==> src/rtl/lcd_scanout.sv <==
// LCD frame scanout engine.
// Walks the visible WIDTH x HEIGHT window of a page-organised framebuffer
// (8 pages of 132 bytes, one bit per line, 64 lines in total) and emits one
// pixel per transfer in raster order. Each pixel costs FETCH -> WAIT -> OUTPUT.
// The framebuffer is a synchronous-read memory: the address is presented
// during FETCH, and the data arrives during WAIT.
//
// Pixel handshake: a pixel transfers on every rising clock edge where
// pixel_valid and pixel_ready are both 1. While pixel_valid is 1,
// pixel_data, pixel_x, pixel_y and fb_address stay stable. pixel_valid
// never depends combinationally on pixel_ready. Outside OUTPUT,
// pixel_ready is ignored.

module lcd_scanout #(
    parameter int WIDTH  = 96,
    parameter int HEIGHT = 64
) (
    input  logic        clk,
    input  logic        reset_n,
    input  logic        frame_start,
    input  logic [5:0]  start_line,
    input  logic        row_order,
    input  logic        display_enabled,
    input  logic        all_pixels_on,
    input  logic        invert_pixels,
    output logic [10:0] fb_address,
    input  logic [7:0]  fb_data,
    output logic        pixel_valid,
    input  logic        pixel_ready,
    output logic        pixel_data,
    output logic [6:0]  pixel_x,
    output logic [5:0]  pixel_y,
    output logic        busy,
    output logic        frame_done
);

    // Last column and last row of the visible window.
    localparam logic [6:0]  X_LAST      = 7'(WIDTH - 1);
    localparam logic [5:0]  Y_LAST      = 6'(HEIGHT - 1);
    // The controller RAM always has 64 lines. Bottom-to-top mirroring is
    // done over the full RAM height, not over the visible height.
    localparam logic [5:0]  LINE_MAX    = 6'd63;
    // Bytes per page in the controller RAM. The RAM is wider than the
    // visible window.
    localparam logic [10:0] PAGE_STRIDE = 11'd132;

    typedef enum logic [2:0] {
        ST_IDLE   = 3'd0,
        ST_FETCH  = 3'd1,
        ST_WAIT   = 3'd2,
        ST_OUTPUT = 3'd3,
        ST_DONE   = 3'd4
    } state_t;

    state_t      state_q, state_d;

    // Raster position of the pixel that is currently in flight.
    logic [6:0]  x_q, x_d;
    logic [5:0]  y_q, y_d;

    // Configuration captured at frame_start. It stays frozen for the rest
    // of the frame.
    logic [5:0]  start_line_q, start_line_d;
    logic        row_order_q, row_order_d;
    logic        display_en_q, display_en_d;
    logic        all_on_q, all_on_d;
    logic        invert_q, invert_d;

    // Bit of the fetched byte that belongs to the current line.
    logic [2:0]  bit_sel_q, bit_sel_d;

    // Registered outputs.
    logic [10:0] fb_address_q, fb_address_d;
    logic        pixel_data_q, pixel_data_d;
    logic        pixel_valid_q, pixel_valid_d;
    logic        busy_q, busy_d;
    logic        frame_done_q, frame_done_d;

    // Line mapping for the position being entered, and its RAM address.
    logic [5:0]  row_d;
    logic [5:0]  line_d;
    logic [2:0]  page_d;
    logic [10:0] addr_calc;

    // Pixel value derived from the byte returned during WAIT.
    logic        fb_bit;
    logic        pixel_value;

    // Pixel value: blanking wins over force-on, and force-on wins over invert.
    always_comb begin
        fb_bit      = fb_data[bit_sel_q];
        pixel_value = 1'b0;
        if (!display_en_q) begin
            pixel_value = 1'b0;
        end else if (all_on_q) begin
            pixel_value = 1'b1;
        end else begin
            pixel_value = fb_bit ^ invert_q;
        end
    end

    // Next-state logic: frame sequencing, raster counters and config latch.
    always_comb begin
        state_d      = state_q;
        x_d          = x_q;
        y_d          = y_q;
        start_line_d = start_line_q;
        row_order_d  = row_order_q;
        display_en_d = display_en_q;
        all_on_d     = all_on_q;
        invert_d     = invert_q;
        pixel_data_d = pixel_data_q;

        unique case (state_q)
            ST_IDLE: begin
                if (frame_start) begin
                    start_line_d = start_line;
                    row_order_d  = row_order;
                    display_en_d = display_enabled;
                    all_on_d     = all_pixels_on;
                    invert_d     = invert_pixels;
                    x_d          = '0;
                    y_d          = '0;
                    state_d      = ST_FETCH;
                end
            end
            ST_FETCH: begin
                // The address is already on the bus. The RAM captures it on this edge.
                state_d = ST_WAIT;
            end
            ST_WAIT: begin
                // Read data is valid during this cycle. Capture the pixel.
                pixel_data_d = pixel_value;
                state_d      = ST_OUTPUT;
            end
            ST_OUTPUT: begin
                if (pixel_ready) begin
                    if (x_q < X_LAST) begin
                        x_d     = x_q + 7'd1;
                        state_d = ST_FETCH;
                    end else if (y_q < Y_LAST) begin
                        x_d     = '0;
                        y_d     = y_q + 6'd1;
                        state_d = ST_FETCH;
                    end else begin
                        state_d = ST_DONE;
                    end
                end
            end
            ST_DONE: begin
                // A frame_start pulse that arrives here is dropped on purpose.
                state_d = ST_IDLE;
            end
            default: begin
                state_d = ST_IDLE;
            end
        endcase
    end

    // Map the next raster position to a RAM line, page and byte address.
    always_comb begin
        row_d     = row_order_d ? (LINE_MAX - y_d) : y_d;
        line_d    = row_d + start_line_d;
        page_d    = line_d[5:3];
        addr_calc = ({8'd0, page_d} * PAGE_STRIDE) + {4'd0, x_d};
    end

    // Output register inputs. The address is loaded on entry to FETCH and
    // held at all other times.
    always_comb begin
        fb_address_d  = fb_address_q;
        bit_sel_d     = bit_sel_q;
        if (state_d == ST_FETCH) begin
            fb_address_d = addr_calc;
            bit_sel_d    = line_d[2:0];
        end
        pixel_valid_d = (state_d == ST_OUTPUT);
        busy_d        = (state_d != ST_IDLE);
        frame_done_d  = (state_d == ST_DONE);
    end

    // State register.
    always_ff @(posedge clk or negedge reset_n) begin
        if (!reset_n) begin
            state_q <= ST_IDLE;
        end else begin
            state_q <= state_d;
        end
    end

    // Counters, latched configuration and registered outputs.
    always_ff @(posedge clk or negedge reset_n) begin
        if (!reset_n) begin
            x_q           <= '0;
            y_q           <= '0;
            start_line_q  <= '0;
            row_order_q   <= 1'b0;
            display_en_q  <= 1'b0;
            all_on_q      <= 1'b0;
            invert_q      <= 1'b0;
            bit_sel_q     <= '0;
            fb_address_q  <= '0;
            pixel_data_q  <= 1'b0;
            pixel_valid_q <= 1'b0;
            busy_q        <= 1'b0;
            frame_done_q  <= 1'b0;
        end else begin
            x_q           <= x_d;
            y_q           <= y_d;
            start_line_q  <= start_line_d;
            row_order_q   <= row_order_d;
            display_en_q  <= display_en_d;
            all_on_q      <= all_on_d;
            invert_q      <= invert_d;
            bit_sel_q     <= bit_sel_d;
            fb_address_q  <= fb_address_d;
            pixel_data_q  <= pixel_data_d;
            pixel_valid_q <= pixel_valid_d;
            busy_q        <= busy_d;
            frame_done_q  <= frame_done_d;
        end
    end

    assign fb_address  = fb_address_q;
    assign pixel_valid = pixel_valid_q;
    assign pixel_data  = pixel_data_q;
    assign pixel_x     = x_q;
    assign pixel_y     = y_q;
    assign busy        = busy_q;
    assign frame_done  = frame_done_q;

endmodule

==> config.mk <==
export PLATFORM = sky130hd
export DESIGN_NAME = lcd_scanout
export DESIGN_NICKNAME = d
export VERILOG_FILES = /design/src/rtl/lcd_scanout.sv
export SDC_FILE = /design/constraint.sdc
export NUM_CORES = 1
export LEC_CHECK = 0
export BUFFER_PORTS_ARGS = -buffer_cell sky130_fd_sc_hd__buf_2
export CAP_MARGIN = 5
export CORE_MARGIN = 2
export CORE_UTILIZATION = 35
export CTS_CLUSTER_SIZE = 10
export DETAILED_ROUTE_END_ITERATION = 16
export GPL_ROUTABILITY_DRIVEN = 0
export PLACE_DENSITY_LB_ADDON = 0.05
export SETUP_SLACK_MARGIN = 0.3
export SYNTH_ARGS = -nofsm -noshare
export SYNTH_HDL_FRONTEND = slang
export SYNTH_SLANG_ARGS = --single-unit
==> constraint.sdc <==
create_clock -name clk -period 5.8 [get_ports clk]
set_input_delay 0.58 -clock clk [delete_from_list [all_inputs] [get_ports clk]]
set_output_delay 0.58 -clock clk [all_outputs]
set_load 0.02 [all_outputs]
# Word-level counts from Yosys, hierarchy flattened
# Index checks and enable logic that the tools add are counted.
op_classes:
  addsub: 5
  multipliers: 1
  order_cmp: 3
  eq_ne: 6
  n_mux: 24
  bitwise: 1
  reduce_logical: 3
op_table:
  columns: ["op", "count"]
  rows:
  - ["$mux W6", 7]
  - ["$mux W7", 4]
  - ["$pmux W7 S2", 1]
  - ["$mux W3", 4]
  - ["$pmux W3 S4", 1]
  - ["$pmux W6 S2", 1]
  - ["$add A11 B7 Y11", 1]
  - ["$eq A3 B2 Y1 const B", 3]
  - ["$mul A3 B6 Y9 const B", 1]
  - ["$add A7 B1 Y7 const B", 1]
  - ["$lt A7 B7 Y1 const B", 1]
  - ["$add A6 B1 Y6 const B", 1]
  - ["$add A6 B6 Y6", 1]
  - ["$eq A3 B1 Y1 const B", 2]
  - ["$lt A6 B6 Y1 const B", 1]
  - ["$sub A6 B6 Y6 const A", 1]
  - ["$mux W1", 5]
  - ["$lt A3 B4 Y1 const B", 1]
  - ["$bmux W1 S3", 1]
  - ["$eq A3 B3 Y1 const B", 1]
  - ["$logic_not A3 Y1", 1]
  - ["$reduce_bool A3 Y1", 1]
  - ["$reduce_and A2 Y1", 1]
  - ["$xor A1 B1 Y1", 1]
word_totals:
  regBits: 44
  wordCells: 57

# Logic depth before layout (Yosys ltp)
depth:
  ltp_word: 10
  mapped_depth: 21
  depth_no_buf: 20

# Worst setup path after synthesis
# OpenSTA, ideal clock, no wires.
synth_path:
  kind: "reg2reg"
  startpoint: "register state_q[0]"
  endpoint: "register fb_address_q[10], in the netlist fb_address[10]"
  setup_time_ns: 0.066
  arrival_time_ns: 4.199
  required_time_ns: 5.734
  path_slack_ns: 1.535
  stages_incl_launch_ff: 19
  n_path_buf: 1
  path_cell_list: "dfrtp_1 clkbuf_8 nor4b_2 mux2i_1 xnor2_1 ha_1 inv_1 fa_1 nor2b_1 o21a_1 or3_2 and2_0 inv_1 fa_1 inv_1 a21oi_1 nor4b_1 and3_1 a22o_1"
synth_between:
  elab_chain_cells: 7
  elab_cells_between_ends: 17
  cone_classes: "add/sub: 3; mul: 1; eq/ne: 4; mux: 8; reduce/logical: 1"
synth_lines:
  columns: ["element", "line", "rtl"]
  rows:
  - ["from (decl)", "55", "state_t state_q, state_d;"]
  - ["from (signal assigned)", "187", "state_q <= state_d;"]
  - ["$eq A3 B2 Y1 / $logic_not A3 Y1 (equally long branches)", "114", "unique case (state_q)"]
  - ["$pmux W6 S2", "114", null]
  - ["$sub A6 B6 Y6", "162", "row_d = row_order_d ? (LINE_MAX - y_d) : y_d;"]
  - ["$mux W6", "162", null]
  - ["$add A6 B6 Y6", "163", "line_d = row_d + start_line_d;"]
  - ["$mul A3 B6 Y9", "165", "addr_calc = ({8'd0, page_d} * PAGE_STRIDE) + {4'd0, x_d};"]
  - ["$add A11 B7 Y11", "165", null]
  - ["to (signal assigned)", "216", "fb_address_q <= fb_address_d;"]
  - ["to (decl)", "73", "logic [10:0] fb_address_q, fb_address_d;"]
# Parallel ways exist; a longest one is shown, timed or not.
# A chain may end at the register's enable or synchronous reset.

# Final worst setup path
layout_path:
  startpoint: "register state_q[1]"
  endpoint: "register fb_address_q[10], in the netlist fb_address[10]"
layout_between:
  elab_chain_cells: 7
  elab_cells_between_ends: 17
  cone_classes: "add/sub: 3; mul: 1; eq/ne: 4; mux: 8; reduce/logical: 1"
layout_lines:
  columns: ["element", "line", "rtl"]
  rows:
  - ["$eq A3 B2 Y1 / $logic_not A3 Y1 (equally long branches)", "114", null]
  - ["$pmux W6 S2 (*)", "114", null]
  - ["named net y_d[0]", "59", "logic [5:0] y_q, y_d;"]
  - ["$sub A6 B6 Y6", "162", null]
  - ["$mux W6 (*)", "162", null]
  - ["$add A6 B6 Y6 (*)", "163", null]
  - ["$mul A3 B6 Y9 (*)", "165", null]
  - ["$add A11 B7 Y11 (*)", "165", null]
# The timed path passes the listed nets; every way through them passes the cells marked *.

==> impl_metrics.ini <==
[drt]
drt_pass1_iterations = 4
route.detailed.vias_per_inst = 4.87
drt_iter0_markers = 58
drc = 0
routed-via-count = 2056
avgRoutedWirePerCell_um = 14.2
ant_nets = 0
routed_wl_um = 5990

[clocking]
clockRootBuffer = clkbuf_8
cts_buffers = 5
cts_hold_buf = 0
clk_pin_slew_worst_paths_ns = 0.09
clock-sinks = 44
clk_latency_ns = 0.30
post_cts_resized = 0
cts_tree = built
post_cts_buffers = 0
cts.htree.levels = 2
clock_path_buffers = 2

[logic_synthesis]
avgSynthCellArea_um2 = 9.50
post-synth-top-count-cell = nand2_1
synth_area_leaders = dfrtp_1 43%, nand2_1 7.1%, ha_1 4.8%
synth.largest_area_cell = dfrtp_1
synth_edf_count = 0
netlist.area_leader.share_pct = 42.6
ys_warn_count = 0
yosys_most_used_dff = dfrtp_1
synth_seq_cells = 44
synth_nets = 306
ys_types = 49
synthArstFlopShare_pct = 100
synthCells = 272
syn-cell-area_um2 = 2580
ys_top_cells_by_count = 49 x nand2_1, 44 x dfrtp_1, 18 x o21ai_0
seq_area_frac_synth_pct = 42.6

[sta]
rsz0062_at_grt = no
layout_min_cycle_time_ns = 4.74
relSlewSlack_pct = 32.8
fin_tns_setup_ns = 0
fin_skew_ns = 0.00928
fin_ws_ns = 1.06
tightest_slew_ns = 1.01
fin_crit_sh_pct = 81.7
final_hold_viol_count = 0
drv_slew = 0
fmax_mhz = 211
hold_ws_ns = 0.445
setup_viol = 0

[grt]
track_usage_pct = 16.0
busiest_layer = met2
use_met2_pct = 25.7
use_met1_pct = 22.8
met3_usage_pct = 2.43
grt_pass1_vias = 2045
grt_max_degree = 45
antenna_found_initial = 0
grt_remaining_overflow = 0
grt_pass1_wl_um = 10400

[finish]
layout-drive-gt1-share_pct = 24.1
area_delta_synth_final_pct = 15.5
nNetsFinal = 357
num_antenna_cells = 0
nFillCells = 749
fin_util_pct = 41.4

[placed_design]
dp_hpwl_um = 4400
port_buffers = 49
pre_cts_ws_ns = 1.10

[worst_setup_path]
crit_path_cell_trace = or2b_2 > nor2_1 > nand3_2 > o21ai_0 > xnor2_1 > ha_1 > inv_1 > fa_1 > nor2b_1 > o21a_1 > or3_2 > and2_0 > inv_1 > fa_1 > inv_1 > a21oi_1 > nor4b_1 > and3_1 > a22o_1
cp_max_fo = 9
crit_path_end_kind = register
path_buf_inv = 3
cp_top_family = simple AND/OR/NAND/NOR gates
slowest_delay_ns = 0.51
worstSetupStartpointType = register
required_ns = 6.04
worstPathArrival_ns = 4.98
crit_top_cell = inv_1
critical_path_class = register to register
cp_slowest_cell = dfrtp_1

[pwr]
switching_power_w = 0.000749
swShare_pct = 45.4
combPwrFrac_pct = 56.7
p_seq_share_pct = 31.6
p_per_area_nw_per_um2 = 552
ir_worst_vdd_mv = 0.188
p_leak_nw = 1.44
p_int_w = 0.000900
clock_power_share_pct = 11.8

[outcome]
status = finished, final reports clean

[floorplan]
core_um2 = 7210
rows = 31
initial_core_util_pct = 35.8
die_w_um = 89.9
num_io_pins = 50
dieArea_um2 = 8090
fp.dieH_um = 89.9

[job]
drv_cap = 0

[hold_path]
worst_hold_path_type = input pin to async pin
layer usage:
metal | up-vias | wire length, um
met5 | - | 0
li1 | 1050 | -
met2 | 36 | 2810
met1 | 964 | 2920
met4 | 0 | 72
met3 | 6 | 194
sequential cells by signal, summed over array words and instances (netlist names):
signal        count
busy              1
invert_q          1
row_order_q       1
bit_sel_q         3
state_q           3
start_line_q      6
pixel_data        1
pixel_valid       1
all_on_q          1
display_en_q      1
frame_done        1
pixel_y           6
fb_address       11
pixel_x           7
cell type report:
class	count	area (um2)	share of cell area, %
multi-input cells	204	1350	45.1
flip-flops and latches	44	1100	36.9
repair buffers	53	275	9.22
well taps	99	124	4.15
clock buffers	5	68.8	2.31
inverters	15	56.3	1.89
clock inverters	2	12.5	0.419
metrics by stage:
| stage | std cells | power, W | cell area, um2 |
|---|---|---|---|
| 4_1_cts | 422 | 0.00168 | 2990 |
| 3_3_place_gp | 415 | 0.00148 | 2900 |
| 3_5_place_dp | 415 | 0.00148 | 2900 |
| 5_1_grt | 422 | 0.00183 | 2990 |
| 6_report | 422 | 0.00165 | 2990 |
| 2_1_floorplan | 272 | 0.00125 | 2580 |
cells in the final DEF, fill, tap and decap left out, drive strengths merged, types with 8 or more instances in the layout:
cell type | Yosys | routed
dfrtp | 44 | 44
and3 | 8 | 8
xnor2 | 13 | 13
buf | 3 | 53
a21oi | 15 | 15
nand3 | 10 | 10
nand2 | 49 | 49
o21ai | 18 | 18
ha | 10 | 10
inv | 15 | 15
nor2 | 17 | 17
power by group through the flow:
stage | clock network [W] | logic, W | registers, W
6_report | 0.000194 | 0.000935 | 0.000521
5_1_grt | 0.000213 | 0.00107 | 0.000543
4_1_cts | 0.000202 | 0.000956 | 0.000523
3_5_place_dp | 0 | 0.000952 | 0.000530
3_3_place_gp | 0 | 0.000952 | 0.000529
2_1_floorplan | 0 | 0.000672 | 0.000574
worst paths after layout:
kind	startpoint	end	slack [ns]	cells past startpoint
worst max register to register	state_q[1]	fb_address[10]	1.06	19
worst min register to register	fb_address[2]	fb_address[2]	0.47	2
min in group clk	invert_pixels	invert_q	0.46	3
max in group asynchronous	reset_n	fb_address[6]	4.74	1
worst max-delay path	state_q[1]	fb_address[10]	1.06	19
worst min-delay path	reset_n	pixel_data	0.45	1
logic make-up after synthesis:
group	count (synthesis)	synth area share, %
AOI/OAI and AO/OA	61	15.4
DFF	44	42.6
adders and majority gates	12	6.39
and+or+nand+nor	108	21.3
buffers and inverters	24	5.23
muxes	6	3.29
xor gates and xnor gates	17	5.76
worst reg2reg max path, stage by stage (launching register included):
cell and delay, ns:
dfrtp_1 0.51, or2b_2 0.37, nor2_1 0.26, nand3_2 0.23
o21ai_0 0.34, xnor2_1 0.17, ha_1 0.22, inv_1 0.07
fa_1 0.43, nor2b_1 0.13, o21a_1 0.12, or3_2 0.11
and2_0 0.26, inv_1 0.10, fa_1 0.46, inv_1 0.07
a21oi_1 0.08, nor4b_1 0.40, and3_1 0.23, a22o_1 0.12
(Power assumes the default switching activity.)
